--- src/rtl/vga_timing_pkg.sv ---
// Shared constants, offsets and state encoding for the VGA timing detector.
// Defaults describe 640x480 timing with an 800x525 raster.
package vga_timing_pkg;

    localparam int DEF_H_WIDTH      = 10;
    localparam int DEF_V_WIDTH      = 10;
    localparam int DEF_H_SYNC_COUNT = 640;
    localparam int DEF_V_SYNC_COUNT = 480;
    localparam int DEF_LEFT_BORDER  = 47;
    localparam int DEF_TOP_BORDER   = 32;
    localparam int DEF_H_RETRACE    = 96;
    localparam int DEF_V_RETRACE    = 2;
    localparam int DEF_H_MAX        = 799;
    localparam int DEF_V_MAX        = 524;
    localparam int DEF_LOCK_FRAMES  = 2;

    // Distance from the sync leading edge to the first active sample.
    function automatic int sync_offset(input int retrace, input int border);
        return retrace + border;
    endfunction

    localparam int DEF_H_OFF = sync_offset(DEF_H_RETRACE, DEF_LEFT_BORDER);
    localparam int DEF_V_OFF = sync_offset(DEF_V_RETRACE, DEF_TOP_BORDER);

    typedef enum logic [1:0] {
        SEARCH,
        MEASURE,
        LOCKED
    } state_t;

endpackage

--- src/rtl/vga_timing_detector_if.sv ---
// Sync inputs and recovered timing outputs of the VGA timing detector.
// master: sync source / consumer of coordinates; slave: the detector.
interface vga_timing_detector_if #(
    parameter int h_width = 10,
    parameter int v_width = 10
);

    logic               hsync;
    logic               vsync;
    logic [h_width-1:0] x;
    logic [v_width-1:0] y;
    logic               pixel_valid;
    logic               frame_start;
    logic               locked;
    logic               timing_err;
    logic [h_width-1:0] h_period_m1;
    logic [v_width-1:0] v_period_m1;

    modport master (
        output hsync,
        output vsync,
        input  x,
        input  y,
        input  pixel_valid,
        input  frame_start,
        input  locked,
        input  timing_err,
        input  h_period_m1,
        input  v_period_m1
    );

    modport slave (
        input  hsync,
        input  vsync,
        output x,
        output y,
        output pixel_valid,
        output frame_start,
        output locked,
        output timing_err,
        output h_period_m1,
        output v_period_m1
    );

endinterface

--- src/rtl/vga_sync_edge.sv ---
// Two-stage sampler for one sync pin with polarity normalisation.
// Ports: clk, rst_n, pin (raw sync), start (one-cycle leading-edge pulse).
module vga_sync_edge #(
    parameter bit active_low = 1'b1
) (
    input  logic clk,
    input  logic rst_n,
    input  logic pin,
    output logic start
);

    logic s1;
    logic s2;

    always_ff @(posedge clk) begin
        if (!rst_n) begin
            s1 <= 1'b0;
            s2 <= 1'b0;
        end else begin
            s1 <= pin ^ active_low;
            s2 <= s1;
        end
    end

    assign start = s1 & ~s2;

endmodule

--- src/rtl/vga_timing_detector.sv ---
// Measures incoming hsync/vsync periods, locks on stable timing and
// regenerates active-area x/y coordinates.
// Ports: clk, rst_n (sync, active low), bus (slave modport: hsync, vsync
// in; x, y, pixel_valid, frame_start, locked, timing_err, h_period_m1,
// v_period_m1 out).
// Optional: define VGA_EXPECT_CHECK_EN to also require h_max/v_max.
module vga_timing_detector
    import vga_timing_pkg::*;
#(
    parameter int h_width         = DEF_H_WIDTH,
    parameter int v_width         = DEF_V_WIDTH,
    parameter int h_sync_count    = DEF_H_SYNC_COUNT,
    parameter int v_sync_count    = DEF_V_SYNC_COUNT,
    parameter int left_border     = DEF_LEFT_BORDER,
    parameter int top_border      = DEF_TOP_BORDER,
    parameter int h_retrace       = DEF_H_RETRACE,
    parameter int v_retrace       = DEF_V_RETRACE,
    parameter int h_max           = DEF_H_MAX,
    parameter int v_max           = DEF_V_MAX,
    parameter int sync_active_low = 1,
    parameter int lock_frames     = DEF_LOCK_FRAMES
) (
    input logic                   clk,
    input logic                   rst_n,
    vga_timing_detector_if.slave  bus
);

    localparam int h_off = sync_offset(h_retrace, left_border);
    localparam int v_off = sync_offset(v_retrace, top_border);

    localparam logic [h_width-1:0] h_lo  = h_width'(h_off);
    localparam logic [h_width-1:0] h_hi  = h_width'(h_off + h_sync_count);
    localparam logic [v_width-1:0] v_lo  = v_width'(v_off);
    localparam logic [v_width-1:0] v_hi  = v_width'(v_off + v_sync_count);
    localparam logic [h_width-1:0] h_all = '1;
    localparam logic [v_width-1:0] v_all = '1;
    localparam logic [h_width-1:0] h_pre = h_all ^ h_width'(1);
    localparam logic [v_width-1:0] v_pre = v_all ^ v_width'(1);
    localparam logic [h_width-1:0] h_one = h_width'(1);
    localparam logic [v_width-1:0] v_one = v_width'(1);
    localparam logic [7:0]         lock_lim = 8'(lock_frames);

`ifdef VGA_EXPECT_CHECK_EN
    localparam logic [h_width-1:0] h_exp = h_width'(h_max);
    localparam logic [v_width-1:0] v_exp = v_width'(v_max);
`endif

    localparam bit pol_low = (sync_active_low != 0);

    logic               hs_start;
    logic               vs_start;
    logic [h_width-1:0] h_cnt;
    logic [v_width-1:0] v_cnt;
    logic               vs_pend;
    logic               frame_bad;
    logic               boundary;
    logic               h_sat;
    logic               v_sat;
    logic               line_bad;
    logic               frame_mis;
    logic               frame_ok;
    logic               h_act;
    logic               v_act;

    state_t             state;
    state_t             state_d;
    logic [7:0]         good_cnt;
    logic [7:0]         good_d;
    logic               err_d;

    vga_sync_edge #(.active_low(pol_low)) u_hs (
        .clk   (clk),
        .rst_n (rst_n),
        .pin   (bus.hsync),
        .start (hs_start)
    );

    vga_sync_edge #(.active_low(pol_low)) u_vs (
        .clk   (clk),
        .rst_n (rst_n),
        .pin   (bus.vsync),
        .start (vs_start)
    );

    always_comb begin
        // A vsync edge waits for the next hsync edge, which may be
        // in the very same cycle.
        boundary = hs_start & (vs_pend | vs_start);
        // Saturation events fire on the cycle the counter reaches all-ones.
        h_sat    = ~hs_start & (h_cnt == h_pre);
        v_sat    = hs_start & ~boundary & (v_cnt == v_pre);
`ifdef VGA_EXPECT_CHECK_EN
        line_bad  = hs_start & ((h_cnt != bus.h_period_m1) |
                                (h_cnt != h_exp));
        frame_mis = (v_cnt != bus.v_period_m1) | (v_cnt != v_exp);
`else
        line_bad  = hs_start & (h_cnt != bus.h_period_m1);
        frame_mis = (v_cnt != bus.v_period_m1);
`endif
        // The boundary line itself belongs to the frame being judged.
        frame_ok = ~frame_bad & ~line_bad & ~frame_mis;
        h_act    = (h_cnt >= h_lo) & (h_cnt < h_hi);
        v_act    = (v_cnt >= v_lo) & (v_cnt < v_hi);
    end

    always_comb begin
        state_d = state;
        good_d  = good_cnt;
        err_d   = h_sat | v_sat;
        unique case (state)
            SEARCH: begin
                if (boundary) begin
                    state_d = MEASURE;
                    good_d  = '0;
                end
            end
            MEASURE: begin
                if (boundary) begin
                    if (frame_ok) begin
                        good_d = good_cnt + 8'd1;
                        if (good_d >= lock_lim) begin
                            state_d = LOCKED;
                        end
                    end else begin
                        good_d = '0;
                    end
                end
            end
            LOCKED: begin
                if (h_sat | v_sat | line_bad | (boundary & frame_mis)) begin
                    err_d   = 1'b1;
                    state_d = MEASURE;
                    good_d  = '0;
                end
            end
            default: begin
                state_d = SEARCH;
                good_d  = '0;
            end
        endcase
    end

    always_ff @(posedge clk) begin
        if (!rst_n) begin
            state    <= SEARCH;
            good_cnt <= '0;
        end else begin
            state    <= state_d;
            good_cnt <= good_d;
        end
    end

    always_ff @(posedge clk) begin
        if (!rst_n) begin
            h_cnt           <= '0;
            v_cnt           <= '0;
            vs_pend         <= 1'b0;
            frame_bad       <= 1'b0;
            bus.h_period_m1 <= '0;
            bus.v_period_m1 <= '0;
            bus.frame_start <= 1'b0;
            bus.timing_err  <= 1'b0;
            bus.locked      <= 1'b0;
            bus.pixel_valid <= 1'b0;
            bus.x           <= '0;
            bus.y           <= '0;
        end else begin
            if (hs_start) begin
                bus.h_period_m1 <= h_cnt;
                h_cnt           <= '0;
            end else if (h_cnt != h_all) begin
                h_cnt <= h_cnt + h_one;
            end

            if (boundary) begin
                bus.v_period_m1 <= v_cnt;
                v_cnt           <= '0;
                vs_pend         <= 1'b0;
                frame_bad       <= 1'b0;
            end else begin
                if (vs_start) begin
                    vs_pend <= 1'b1;
                end
                if (hs_start && v_cnt != v_all) begin
                    v_cnt <= v_cnt + v_one;
                end
                if (line_bad | h_sat | v_sat) begin
                    frame_bad <= 1'b1;
                end
            end

            bus.frame_start <= boundary;
            bus.timing_err  <= err_d;
            bus.locked      <= (state == LOCKED);
            bus.pixel_valid <= h_act & v_act & (state == LOCKED);
            bus.x           <= (h_act & v_act) ? h_cnt - h_lo : '0;
            bus.y           <= (h_act & v_act) ? v_cnt - v_lo : '0;
        end
    end

endmodule

--- src/flat_wrapper.sv ---
// flat-port wrapper written by rule: the top's interface ports become plain ports
module vga_timing_detector_flat import vga_timing_pkg::*;
#(
    parameter int h_width         = DEF_H_WIDTH,
    parameter int v_width         = DEF_V_WIDTH,
    parameter int h_sync_count    = DEF_H_SYNC_COUNT,
    parameter int v_sync_count    = DEF_V_SYNC_COUNT,
    parameter int left_border     = DEF_LEFT_BORDER,
    parameter int top_border      = DEF_TOP_BORDER,
    parameter int h_retrace       = DEF_H_RETRACE,
    parameter int v_retrace       = DEF_V_RETRACE,
    parameter int h_max           = DEF_H_MAX,
    parameter int v_max           = DEF_V_MAX,
    parameter int sync_active_low = 1,
    parameter int lock_frames     = DEF_LOCK_FRAMES
)
  (clk, rst_n, bus_hsync, bus_vsync, bus_x, bus_y, bus_pixel_valid, bus_frame_start, bus_locked, bus_timing_err, bus_h_period_m1, bus_v_period_m1);
  vga_timing_detector_if #(.h_width(h_width), .v_width(v_width)) bus_i ();
  input logic clk;
  input logic rst_n;
  input wire logic [$bits(bus_i.hsync)-1:0] bus_hsync;
  input wire logic [$bits(bus_i.vsync)-1:0] bus_vsync;
  output wire logic [$bits(bus_i.x)-1:0] bus_x;
  output wire logic [$bits(bus_i.y)-1:0] bus_y;
  output wire logic [$bits(bus_i.pixel_valid)-1:0] bus_pixel_valid;
  output wire logic [$bits(bus_i.frame_start)-1:0] bus_frame_start;
  output wire logic [$bits(bus_i.locked)-1:0] bus_locked;
  output wire logic [$bits(bus_i.timing_err)-1:0] bus_timing_err;
  output wire logic [$bits(bus_i.h_period_m1)-1:0] bus_h_period_m1;
  output wire logic [$bits(bus_i.v_period_m1)-1:0] bus_v_period_m1;
  assign bus_i.hsync = bus_hsync;
  assign bus_i.vsync = bus_vsync;
  assign bus_x = bus_i.x;
  assign bus_y = bus_i.y;
  assign bus_pixel_valid = bus_i.pixel_valid;
  assign bus_frame_start = bus_i.frame_start;
  assign bus_locked = bus_i.locked;
  assign bus_timing_err = bus_i.timing_err;
  assign bus_h_period_m1 = bus_i.h_period_m1;
  assign bus_v_period_m1 = bus_i.v_period_m1;
  vga_timing_detector #(.h_width(h_width), .v_width(v_width), .h_sync_count(h_sync_count), .v_sync_count(v_sync_count), .left_border(left_border), .top_border(top_border), .h_retrace(h_retrace), .v_retrace(v_retrace), .h_max(h_max), .v_max(v_max), .sync_active_low(sync_active_low), .lock_frames(lock_frames)) u_core (.clk(clk), .rst_n(rst_n), .bus(bus_i));
endmodule
--- config.mk ---
export PLATFORM = sky130hd
export DESIGN_NAME = vga_timing_detector_flat
export DESIGN_NICKNAME = d
export VERILOG_FILES = /design/src/rtl/vga_timing_pkg.sv /design/src/rtl/vga_timing_detector_if.sv /design/src/rtl/vga_sync_edge.sv /design/src/rtl/vga_timing_detector.sv /design/src/flat_wrapper.sv
export SDC_FILE = /design/constraint.sdc
export NUM_CORES = 1
export LEC_CHECK = 0
export BUFFER_PORTS_ARGS = -buffer_cell sky130_fd_sc_hd__clkbuf_2
export CELL_PAD_IN_SITES_DETAIL_PLACEMENT = 1
export CELL_PAD_IN_SITES_GLOBAL_PLACEMENT = 2
export CORE_ASPECT_RATIO = 0.75
export CORE_MARGIN = 2
export CORE_UTILIZATION = 33
export CTS_BUF_LIST = sky130_fd_sc_hd__clkbuf_4 sky130_fd_sc_hd__clkbuf_8
export DETAILED_ROUTE_END_ITERATION = 16
export PLACE_DENSITY_LB_ADDON = 0.1
export SLEW_MARGIN = 30
export SYNTH_ARGS = -nofsm -noshare
export SYNTH_HDL_FRONTEND = slang
export SYNTH_HIERARCHICAL = 1
export SYNTH_SLANG_ARGS = --single-unit
--- constraint.sdc ---
create_clock -name clk -period 2 [get_ports clk]
set_input_delay 0.3 -clock clk [delete_from_list [all_inputs] [get_ports clk]]
set_output_delay 0.3 -clock clk [all_outputs]
set_load 0.1 [all_outputs]
Word level (Yosys, flattened, before mapping) --
Cells that the tools add are included.
Storage, ports and cells: flip-flop bits (word level) 80, input bits 4, logic and storage cells 91
Cells by class: add/sub/neg operators 5, $lt $le $gt $ge 5, eq/ne operators 13, multiplexer cells 13, bitwise operators 30, reduce and logical (&&, ||, !) cells 7
Operator list (count):
- two-way mux 8 bit | 4
- one-hot mux 8 bit (3 select lines) | 1
- adder 10 x 1 -> 10 bit, second input constant | 2
- == test 10 bit, second input constant | 2
- < comparator 10 bit, second input constant | 2
- != test 10 bit | 2
- != test 10 bit, second input constant | 2
- bitwise AND 1 bit | 14
- >= comparator 10 x 6 -> 1 bit, second input constant | 1
- >= comparator 10 x 8 -> 1 bit, second input constant | 1
- two-way mux 2 bit | 5
- != test 2 x 1 -> 1 bit, second input constant | 5
- inverter 1 bit | 10
- subtractor 10 x 6 -> 10 bit, second input constant | 1
- subtractor 10 x 8 -> 10 bit, second input constant | 1
- adder 8 x 1 -> 8 bit, second input constant | 1
- >= comparator 8 x 2 -> 1 bit, second input constant | 1
- OR 1 bit | 6
- one-hot mux 2 bit (3 select lines) | 1
- AND reduction 5 bit | 1
- OR reduction 2 bit | 2
- AND reduction 3 bit | 1
- == test 2 x 1 -> 1 bit, second input constant | 1
- == test 2 bit, second input constant | 1
- other kinds (4) | 5

Depth between registers and ports, before layout --
word-level depth 12, mapped depth 9, mapped depth without buffers 8

Cells and area by module --
The synthesis kept the hierarchy.
Modules (own cells, without submodules):
- vga_timing_detector | instances 1, cells an instance 403, area each 3623.5 sq um, sequential area each 1521.5 sq um
- vga_sync_edge | instances 2, cells an instance 5, area each 73.8 sq um, sequential area each 40.0 sq um

Worst setup path after synthesis --
OpenSTA, ideal clock, no wires.
path type flip-flop to flip-flop, start register u_core.bus.h_period_m1[2], end register u_core.good_cnt[5], setup time 0.059 ns, arrival time 2.578 ns, required time 1.941 ns, path slack -0.637 ns, stages on the path, launching flop included 7, period minus slack after synthesis 2.637 ns, path through dfxtp_1 -> xnor2_2 -> nand4_1 -> o41a_4 -> or4_4 -> a211oi_2 -> a31o_1
On the way: word-level cells in the longest chain between the ends 8, elaborated cells on any way between the ends 12, those cells by class 2 x eq/ne; 3 x mux; 6 x bitwise; 1 x reduce/logical
RTL lines:
- from (decl) | RTL line vga_timing_detector_if.sv:41 | output h_period_m1,
- from (signal assigned) | RTL line vga_timing_detector.sv:169 | bus.h_period_m1 <= h_cnt;
- != test 10 bit (*) | RTL line vga_timing_detector.sv:97 | line_bad = hs_start & (h_cnt != bus.h_period_m1);
- bitwise AND 1 bit (*) | RTL line vga_timing_detector.sv:97
- inverter 1 bit | RTL line vga_timing_detector.sv:101 | frame_ok = ~frame_bad & ~line_bad & ~frame_mis;
- bitwise AND 1 bit (2 in series) | RTL line vga_timing_detector.sv:101
- two-way mux 8 bit | RTL line vga_timing_detector.sv:119 | if (frame_ok) begin
- two-way mux 8 bit | RTL line vga_timing_detector.sv:118 | if (boundary) begin
- one-hot mux 8 bit (3 select lines) | RTL line vga_timing_detector.sv:110 | unique case (state)
- to (signal assigned) | RTL line vga_timing_detector.sv:149 | good_cnt <= good_d;
- to (decl) | RTL line vga_timing_detector.sv:67 | logic [7:0] good_cnt;
Mark *: on every way between the ends. The rest lies on a longest branch, timed or not. The select of a mux whose other input is x is not followed. A chain may end at the register's enable or synchronous reset.

Final worst setup path --
start register u_core.h_cnt[5], end register u_core.good_cnt[5]
On the way: word-level cells in the longest chain between the ends 8, elaborated cells on any way between the ends 15, those cells by class 3 x eq/ne; 3 x mux; 8 x bitwise; 1 x reduce/logical
RTL lines:
- from (decl) | RTL line vga_timing_detector.sv:52 | logic [h_width-1:0] h_cnt;
- from (signal assigned) | RTL line vga_timing_detector.sv:172 | h_cnt <= h_cnt + h_one;
- != test 10 bit | RTL line vga_timing_detector.sv:97
- bitwise AND 1 bit | RTL line vga_timing_detector.sv:97
- inverter 1 bit | RTL line vga_timing_detector.sv:101
- bitwise AND 1 bit (2 in series) | RTL line vga_timing_detector.sv:101
- two-way mux 8 bit | RTL line vga_timing_detector.sv:119
- two-way mux 8 bit | RTL line vga_timing_detector.sv:118
- one-hot mux 8 bit (3 select lines) | RTL line vga_timing_detector.sv:110
Parallel ways exist; a longest one is shown, timed or not. The select of a mux whose other input is x is not followed.

==> results.json <==
{
  "status": "complete, but fails checks",
  "violations": "negative setup slack",
  "async_flop_share_pct": 0,
  "io_buffers": 47,
  "cts_root_buffer": "clkbuf_8",
  "worst_setup_path_start_kind": "register",
  "clock_sinks": 80,
  "drive_gt1_share_pct": 38.7,
  "vias_per_cell": 4.88,
  "slowest_stage": "or4_4",
  "r2r_slack_ns": -0.03,
  "synth-main-ff-cell": "dfxtp_1",
  "grt_pass1_wl_um": 16700,
  "diodes": 0,
  "die_w_um": 127,
  "hp-class": "in -> reg",
  "yosysSeqAreaShare_pct": 42.5,
  "arrival_ns": 2.33,
  "pwr_density_cell_mw_per_mm2": 609,
  "final_cell_mix": "buf_4, dfxtp_1, clkbuf_2",
  "hp-start": "bus_vsync",
  "synth_cell_types": 53,
  "synthesis.area_sq_mm": 0.00377,
  "place_area_sq_mm": 0.00461,
  "clk_pin_slew_ns": 0.09,
  "design_area_sq_mm": 0.00495,
  "wirelength_um": 10100,
  "reg2reg_from": "u_core/h_cnt[5]",
  "nets": 520,
  "power.internal_mw": 2.25,
  "synth_edf_count": 0,
  "start_util_pct": 34.2,
  "worst_pin_slew_ns": 0.549,
  "worstPathRequired_ns": 2.30,
  "setup_viol": 3,
  "rsz0062_at_grt": "yes",
  "final_max_slew_viol_count": 0,
  "vias": 3184,
  "max_clock_freq_ghz": 0.492,
  "path_cells": "xnor2_2 -> nand4_1 -> o41a_4 -> or4_4 -> a211oi_2 -> a31o_1",
  "area_growth_pct": 31.2,
  "combinationalPowerShare_pct": 8.1,
  "rows": 33,
  "synth-seq-cells": 80,
  "crit_type": "reg -> reg",
  "setup_slack_ns": -0.0323,
  "die_height_um": 96.6,
  "drcViolationCount": 0,
  "dieArea_sq_mm": 0.0123,
  "gr-total-overflow": 0,
  "seqPwrFrac_pct": 53.2,
  "max_stage_delay_ns": 0.53,
  "drtIter0Drc": 117,
  "end_kind": "register",
  "yosysWarnings": 6,
  "grt_start_max_net_pins": 28,
  "dpl.hpwl_um": 7660,
  "cts_buffers": 9,
  "crit_start": "u_core/h_cnt[5]",
  "avgRoutedWirePerCell_um": 15.6,
  "leakage_nw": 2.08,
  "grt_usage_pct": 17.5,
  "h-tree-depth": 3,
  "relSlewSlack_pct": 63.5,
  "critPathTopFamily": "compound AO/OA/AOI/OAI gates",
  "antenna_found_initial": 0,
  "layout.cells.non_filler": 652,
  "dr.pass1.iters": 4,
  "cap_violations": 0,
  "clkPwrFrac_pct": 38.7,
  "switching_share_pct": 25.1,
  "synth_nets": 426,
  "cts_tree": "built",
  "vdd_drop_max_mv": 0.306,
  "skew_ns": 0.0154,
  "postRouteAntennaNets": 0,
  "coreArea_sq_mm": 0.0110,
  "crit_fanout": 5,
  "layout_commonest_cell": "buf_4",
  "synth.avg_cell_area_sq_um": 9.13,
  "grt_pass1_vias": 3164,
  "dp_cells": 633,
  "cts_buffer_depth": 2,
  "power.switching_mw": 0.757,
  "clock_latency_ns": 0.36,
  "period_share_pct": 102,
  "gp_congestion": 0.842,
  "worst-path-buf-inv": 0,
  "hold_violations": 0,
  "pin_count": 48,
  "syn_inst": 413,
  "fillers": 1273,
  "min_period_ns": 2.03
}
through the flow:
step	total power [mW]	worst slack (ns)	hold slack [ns]	util [%]	setup TNS, ns
after floorplan	1.78	-0.0354	0.364	-	-0.170
after global placement	1.88	0.0373	0.452	41.8	0
after detailed placement	1.88	0.00845	0.460	41.8	0
after CTS	3.06	0.000207	0.101	43.5	0
after global routing	3.17	-0.0918	0.103	44.9	-0.479
final	3.01	-0.0323	0.118	44.9	-0.0585
final timing paths:
check,depth (start not counted),end
worst max-delay path,6,u_core/good_cnt[5]
worst min-delay path,2,u_core/u_vs/s1
worst max register to register,6,u_core/good_cnt[5]
worst min register to register,2,u_core/bus.v_period_m1[1]
layout make-up:
| cell class | count | area, sq um | share of cell area [%] |
|---|---|---|---|
| clock buffers | 9 | 124 | 2.50 |
| clock inverters | 7 | 62.6 | 1.26 |
| inverters | 8 | 30.0 | 0.607 |
| multi-input cells | 294 | 2100 | 42.5 |
| flip-flops and latches | 80 | 1690 | 34.1 |
| well taps | 140 | 175 | 3.54 |
| repair buffers | 114 | 766 | 15.5 |
cells in the mapped netlist, types with 4 or more instances:
| cell type | instances | area, sq um |
|---|---|---|
| nor2b_1 | 13 | 81.3 |
| dfxtp_1 | 80 | 1600 |
| nand4_1 | 9 | 56.3 |
| xnor2_1 | 23 | 201 |
| and3_1 | 5 | 31.3 |
| buf_2 | 10 | 50.1 |
| o31ai_1 | 6 | 45.0 |
| ha_1 | 9 | 113 |
| clkbuf_1 | 15 | 56.3 |
| nand3_1 | 17 | 85.1 |
| a21boi_0 | 11 | 82.6 |
| nand2b_1 | 7 | 43.8 |
| inv_1 | 8 | 30.0 |
| a21oi_1 | 12 | 60.1 |
| nor3_1 | 4 | 20.0 |
| nor2_1 | 46 | 173 |
| xor2_1 | 20 | 175 |
| nor4_1 | 6 | 37.5 |
| a211oi_1 | 4 | 30.0 |
| nand2_1 | 40 | 150 |
| nor2b_4 | 4 | 55.1 |
| mux2i_1 | 13 | 130 |
routing by layer:
metal	part of all wire [%]	up-vias	GRT usage [%]
met5	0	-	0
met1	56	1541	25.7
met2	41	39	25.8
li1	-	1597	-
met3	2.7	7	4.24
met4	0.88	0	4.12
power by group through the flow:
stage | Clock (mW) | Sequential [mW] | Combinational, mW
2_1_floorplan | 0 | 1.65 | 0.127
3_3_place_gp | 0 | 1.64 | 0.239
3_5_place_dp | 0 | 1.64 | 0.240
4_1_cts | 1.22 | 1.60 | 0.242
5_1_grt | 1.29 | 1.61 | 0.269
6_report | 1.16 | 1.60 | 0.244
cells by family (layout without fill, tap and decap cells):
| kind of cell | after synthesis | in the layout | synth area share, % |
|---|---|---|---|
| DFF | 80 | 80 | 42.5 |
| AOI/OAI and AO/OA | 53 | 53 | 10.8 |
| xor gates and xnor gates | 46 | 46 | 11.3 |
| and+or+nand+nor | 173 | 173 | 24.2 |
| muxes | 13 | 13 | 3.45 |
| buffers and inverters | 39 | 138 | 4.81 |
| adders and majority gates | 9 | 9 | 2.99 |
repair_timing:
action	4_1_cts	5_1_grt
buffers inserted	0	1
endpoints found under the setup margin	0	33
gates resized for setup	0	42
hold buffers	0	0
flip-flops by register name, summed over array words and instances, names as in the netlist, 2 cells and up:
signal	count
u_core/bus.y	10
u_core/bus.v_period_m1	10
u_core/v_cnt	10
u_core/state	2
u_core/h_cnt	10
u_core/bus.h_period_m1	10
u_core/bus.x	10
u_core/good_cnt	8
Note: power is estimated with default switching activity, not from simulation.
